$ cat config.mk
export PLATFORM = sky130hd
export DESIGN_NAME = clefia_ks_seq
export DESIGN_NICKNAME = d
export VERILOG_FILES = /design/src/rtl/clefia_pkg.sv /design/src/rtl/clefia_ks_seq.sv
export SDC_FILE = /design/constraint.sdc
export NUM_CORES = 1
export LEC_CHECK = 0
export ABC_AREA = 1
export CAP_MARGIN = 20
export CELL_PAD_IN_SITES_DETAIL_PLACEMENT = 0
export CELL_PAD_IN_SITES_GLOBAL_PLACEMENT = 1
export CORE_MARGIN = 2
export CORE_UTILIZATION = 31
export CTS_CLUSTER_DIAMETER = 200
export CTS_CLUSTER_SIZE = 12
export DETAILED_ROUTE_END_ITERATION = 7
export PLACE_DENSITY_LB_ADDON = 0.1
export SLEW_MARGIN = 5
export SYNTH_ARGS = -nofsm -noshare
export SYNTH_HDL_FRONTEND = slang
export SYNTH_SLANG_ARGS = --single-unit
$ cat constraint.sdc
create_clock -name clk -period 1.3 [get_ports clk]
set_input_delay 0.195 -clock clk [delete_from_list [all_inputs] [get_ports clk]]
set_output_delay 0.195 -clock clk [all_outputs]
set_load 0.01 [all_outputs]
$ cat src/rtl/clefia_pkg.sv
// Shared definitions for the CLEFIA-128 key-schedule sequencer: states, step counts,
// CON index constants, and the per-state output decode.
package clefia_pkg;

  typedef enum logic [2:0] {
    ST_IDLE  = 3'd0,
    ST_LOAD  = 3'd1,
    ST_LGEN  = 3'd2,
    ST_RKGEN = 3'd3,
    ST_DONE  = 3'd4
  } ks_state_e;

  localparam int         NUM_LGEN    = 12;
  localparam int         NUM_RK_STEP = 18;
  localparam logic [4:0] CON_RK_BASE = 5'd12;
  localparam logic [4:0] CON_IDLE    = 5'h1F;

  localparam logic [4:0] LGEN_LAST = 5'(NUM_LGEN - 1);
  localparam logic [4:0] RK_LAST   = 5'(NUM_RK_STEP - 1);

  typedef struct packed {
    logic       busy;
    logic       done;
    logic [4:0] con_idx;
    logic       lgen_load;
    logic       lgen_en;
    logic       rk_we;
    logic [5:0] rk_addr;
    logic       rk_xor_k;
    logic       sigma_en;
  } ks_out_t;

  // Outputs seen while sitting in state st with step counter cnt.
  // In RKGEN the iteration is i = cnt/2, so i[0] is cnt[1]; Sigma fires on odd steps.
  function automatic ks_out_t ks_decode(input ks_state_e st, input logic [4:0] cnt);
    ks_out_t o;
    o = '{busy: 1'b0, done: 1'b0, con_idx: CON_IDLE, lgen_load: 1'b0, lgen_en: 1'b0,
          rk_we: 1'b0, rk_addr: 6'd0, rk_xor_k: 1'b0, sigma_en: 1'b0};
    case (st)
      ST_LOAD: begin
        o.busy      = 1'b1;
        o.lgen_load = 1'b1;
      end
      ST_LGEN: begin
        o.busy    = 1'b1;
        o.lgen_en = 1'b1;
        o.con_idx = cnt;
      end
      ST_RKGEN: begin
        o.busy     = 1'b1;
        o.con_idx  = CON_RK_BASE + cnt;
        o.rk_we    = 1'b1;
        o.rk_addr  = {cnt, 1'b0};
        o.rk_xor_k = cnt[1];
        o.sigma_en = cnt[0];
      end
      ST_DONE: begin
        o.done = 1'b1;
      end
      default: ;
    endcase
    return o;
  endfunction

endpackage

$ cat src/rtl/clefia_ks_seq.sv
// CLEFIA-128 key-schedule sequencer: LOAD, 12 GFN rounds, 18 round-key steps, DONE.
// Optional abort input enabled by defining CLEFIA_KS_ABORT_EN.
module clefia_ks_seq
  import clefia_pkg::*;
(
  input  logic       clk,
  input  logic       rst_n,
  input  logic       start,
`ifdef CLEFIA_KS_ABORT_EN
  input  logic       abort,
`endif
  output logic       busy,
  output logic       done,
  output logic [4:0] con_idx,
  output logic       lgen_load,
  output logic       lgen_en,
  output logic       rk_we,
  output logic [5:0] rk_addr,
  output logic       rk_xor_k,
  output logic       sigma_en
);

  ks_state_e  state_reg, state_next;
  logic [4:0] cnt_reg, cnt_next;
  ks_out_t    out_reg;
  logic       abort_w;

`ifdef CLEFIA_KS_ABORT_EN
  assign abort_w = abort;
`else
  assign abort_w = 1'b0;
`endif

  // Counter clears on every state entry; abort outranks a terminal-count move.
  always_comb begin
    state_next = state_reg;
    cnt_next   = cnt_reg;
    case (state_reg)
      ST_IDLE: begin
        cnt_next = 5'd0;
        if (start) state_next = ST_LOAD;
      end
      ST_LOAD: begin
        cnt_next = 5'd0;
        if (abort_w) state_next = ST_IDLE;
        else         state_next = ST_LGEN;
      end
      ST_LGEN: begin
        if (abort_w) begin
          state_next = ST_IDLE;
          cnt_next   = 5'd0;
        end else if (cnt_reg == LGEN_LAST) begin
          state_next = ST_RKGEN;
          cnt_next   = 5'd0;
        end else begin
          cnt_next = cnt_reg + 5'd1;
        end
      end
      ST_RKGEN: begin
        if (abort_w) begin
          state_next = ST_IDLE;
          cnt_next   = 5'd0;
        end else if (cnt_reg == RK_LAST) begin
          state_next = ST_DONE;
          cnt_next   = 5'd0;
        end else begin
          cnt_next = cnt_reg + 5'd1;
        end
      end
      ST_DONE: begin
        state_next = ST_IDLE;
        cnt_next   = 5'd0;
      end
      default: begin
        state_next = ST_IDLE;
        cnt_next   = 5'd0;
      end
    endcase
  end

  // Outputs are decoded from the next state so they line up with the state register.
  always_ff @(posedge clk) begin
    if (!rst_n) begin
      state_reg <= ST_IDLE;
      cnt_reg   <= 5'd0;
      out_reg   <= ks_decode(ST_IDLE, 5'd0);
    end else begin
      state_reg <= state_next;
      cnt_reg   <= cnt_next;
      out_reg   <= ks_decode(state_next, cnt_next);
    end
  end

  assign busy      = out_reg.busy;
  assign done      = out_reg.done;
  assign con_idx   = out_reg.con_idx;
  assign lgen_load = out_reg.lgen_load;
  assign lgen_en   = out_reg.lgen_en;
  assign rk_we     = out_reg.rk_we;
  assign rk_addr   = out_reg.rk_addr;
  assign rk_xor_k  = out_reg.rk_xor_k;
  assign sigma_en  = out_reg.sigma_en;

endmodule

==> out/metrics.cfg <==
[cts]
cts_buffers=3
clk_latency_ns=0.30
cts_root_buf=clkbuf_4
clock_path_buffers=2
path_clk_slew_ns=0.12
ctsHoldBuffers=0
htree_num_levels=1
cts_sinks=23
cts_tree=done

[synth]
synth_commonest_cells=dfxtp_1, nor2_1, nand2_1
yosysUniqueCellTypes=21
synth_top_cell_by_area=dfxtp_1
synth_fp_nets=128
synth_cells=122
synth_xor_area_frac=0.0183
synth_compound_area_frac=0.0301
yosys-top-cells-area=dfxtp_1, nor2_1, nand2_1
synth_area_per_cell_um2=7.85
synth_top_area_share=0.481
synth_mux_area_frac=0
synth_seq_cells=23
async_reset_ff_frac=0
synth_top_family_by_area=simple AND/OR/NAND/NOR gates
synth_fa_ha_area_frac=0.0392
ys.flop_type=dfxtp_1
synth-edff-count=0
ys_seq_area_frac=0.481
ys.warnings.count=0
synth-simple-area-share=0.325
synthesis.area_um2=957

[floorplan]
fp-row-count=20
die_width_um=59.6
dieArea_um2=3550
io_pins=21
fp.dieH_um=59.6
coreArea_um2=3000
initial_core_util=0.319

[drt]
drtAntennaViolNets=0
route.vias.total=840
drcViolationCount=0
viasPerCell=4.31
finalWirelength_mm=2.13
wire_per_inst_um=10.9
drt_iter0_drc=14
drtPass1Iterations=4

[layout]
nFillCells=313
final_nets=169
area_growth_syn_to_layout_pct=56.3
drive_gt1_frac=0.426
n_antenna_cell=0
fin_cells=195

[power]
powerDensity_nw_per_um2=857
ir_worst_vdd_mv=0.414
p_leak_nw=0.715

[sta]
final-setup-viol-count=14
finalSetupTns_ns=-1.36
fin_ws_ns=-0.192
skew_ns=0.00147
fin_crit_ns=1.49
period_share=1.15
rsz0062_at_grt=true
slew_violations=0
max_freq_ghz=0.670
hold_violations=0

[setup_path]
end_kind=register
critPathKind=register to register
crit_required_ns=1.56
cp_cell_sequence=inv_4, ha_4, nand2_2, inv_2, nand2_2, nand2_2, o21ai_4, nand2_2, ha_4, inv_2, nand2_1, nor2_1, nor2_1, nand2_1
cp_common_cell=nand2_2
slowest_delay_ns=0.40
critPathMaxFanout=3
cp_slowest_cell=dfxtp_4
arrival_ns=1.75
start_kind=register

[status]
violations=setup timing
outcome=finished, violations left

[placed_design]
gp_congestion=0.764
dp_hpwl_mm=1.61
port_buffers=19
pre_cts_ws_ns=-0.187
dp_cells=189

[hold_path]
hold_class=register to register

[global_route]
grt_pass1_vias=815
antenna_found_initial=0
grt_pass1_wl_mm=3.37
track_usage=0.129
grt_start_max_net_pins=14
grt_overflow=0

[run]
drv_cap=0

[per-layer routing]
metal / share of wire / track usage
met1: 0.40 / 0.135
met2: 0.54 / 0.248
met3: 0.039 / 0.0262
met4: 0.014 / 0.0476
met5: 0 / 0
[stage by stage]
| step | cell area, µm² | hold slack [ns] | util | total power [W] |
|---|---|---|---|---|
| after floorplan | 977 | 0.327 | - | 0.000859 |
| after global placement | 1320 | 0.531 | 0.440 | 0.000954 |
| after detailed placement | 1320 | 0.541 | 0.440 | 0.000956 |
| after CTS | 1370 | 0.533 | 0.457 | 0.00128 |
| after global routing | 1500 | 0.595 | 0.498 | 0.00137 |
| final | 1500 | 0.572 | 0.498 | 0.00128 |
[cells by family (layout without fill, tap and decap cells)]
logic type	after synthesis	after routing
xor gates and xnor gates	2	2
other	1	1
adders and majority gates	3	3
buffers and inverters	23	63
AOI/OAI and AO/OA	3	3
DFF	23	23
and+or+nand+nor	67	67
[path summary, 6_finish.rpt]
path	end	slack [ns]	startpoint	depth (start not counted)
max reg2reg	con_idx[4]	-0.19	cnt_reg[1]	14
max	con_idx[4]	-0.19	cnt_reg[1]	14
min reg2reg	lgen_load	0.57	state_reg[1]	3
min	lgen_load	0.57	state_reg[1]	3
[worst max-delay path, delay by kind of cell, from the launching register on]
kind | cells | cell delay [ns]
flip-flops | 1 | 0.40
AND/OR/NAND/NOR | 8 | 0.52
AO/OA/AOI/OAI | 1 | 0.09
buffers and inverters | 3 | 0.12
adder cells (fa/ha/maj) | 2 | 0.31
[report_power, final]
group	total (W)	internal [W]	switching [W]	leakage, nW
combinational	0.000218	0.000102	0.000116	0.508
clock	0.000321	0.000115	0.000207	0.0177
sequential	0.000743	0.000730	0.0000127	0.189
total	0.00128	0.000947	0.000335	0.715
[cell usage in the layout (no fill, tap or decap), types with 4 or more instances in the layout]
cell type and instances:
buf_4 14, buf_6 6, dfxtp_1 20, dlygate4sd2_1 17
inv_1 14, inv_2 4, nand2_1 11, nand2_2 13
nand2_4 5, nand3_1 4, nor2_1 15, nor2_2 6
nor2_4 7
[final cells by class]
| class | count | area, µm² | share of cell area |
|---|---|---|---|
| Inverter | 20 | 77.6 | 0.0518 |
| Multi-Input combinational cell | 76 | 539 | 0.360 |
| Sequential cell | 23 | 469 | 0.314 |
| Clock inverter | 1 | 5.00 | 0.00334 |
| Clock buffer | 3 | 22.5 | 0.0151 |
| Timing Repair Buffer | 39 | 342 | 0.228 |
| Tap cell | 33 | 41.3 | 0.0276 |
[repair_timing]
action	in CTS	in global routing
pin swaps	7	9
setup endpoints to repair	35	21
gates resized for setup	30	32
endpoints found under the hold margin	0	0
setup buffers	0	3
Note: power is estimated with default switching activity, not from simulation.
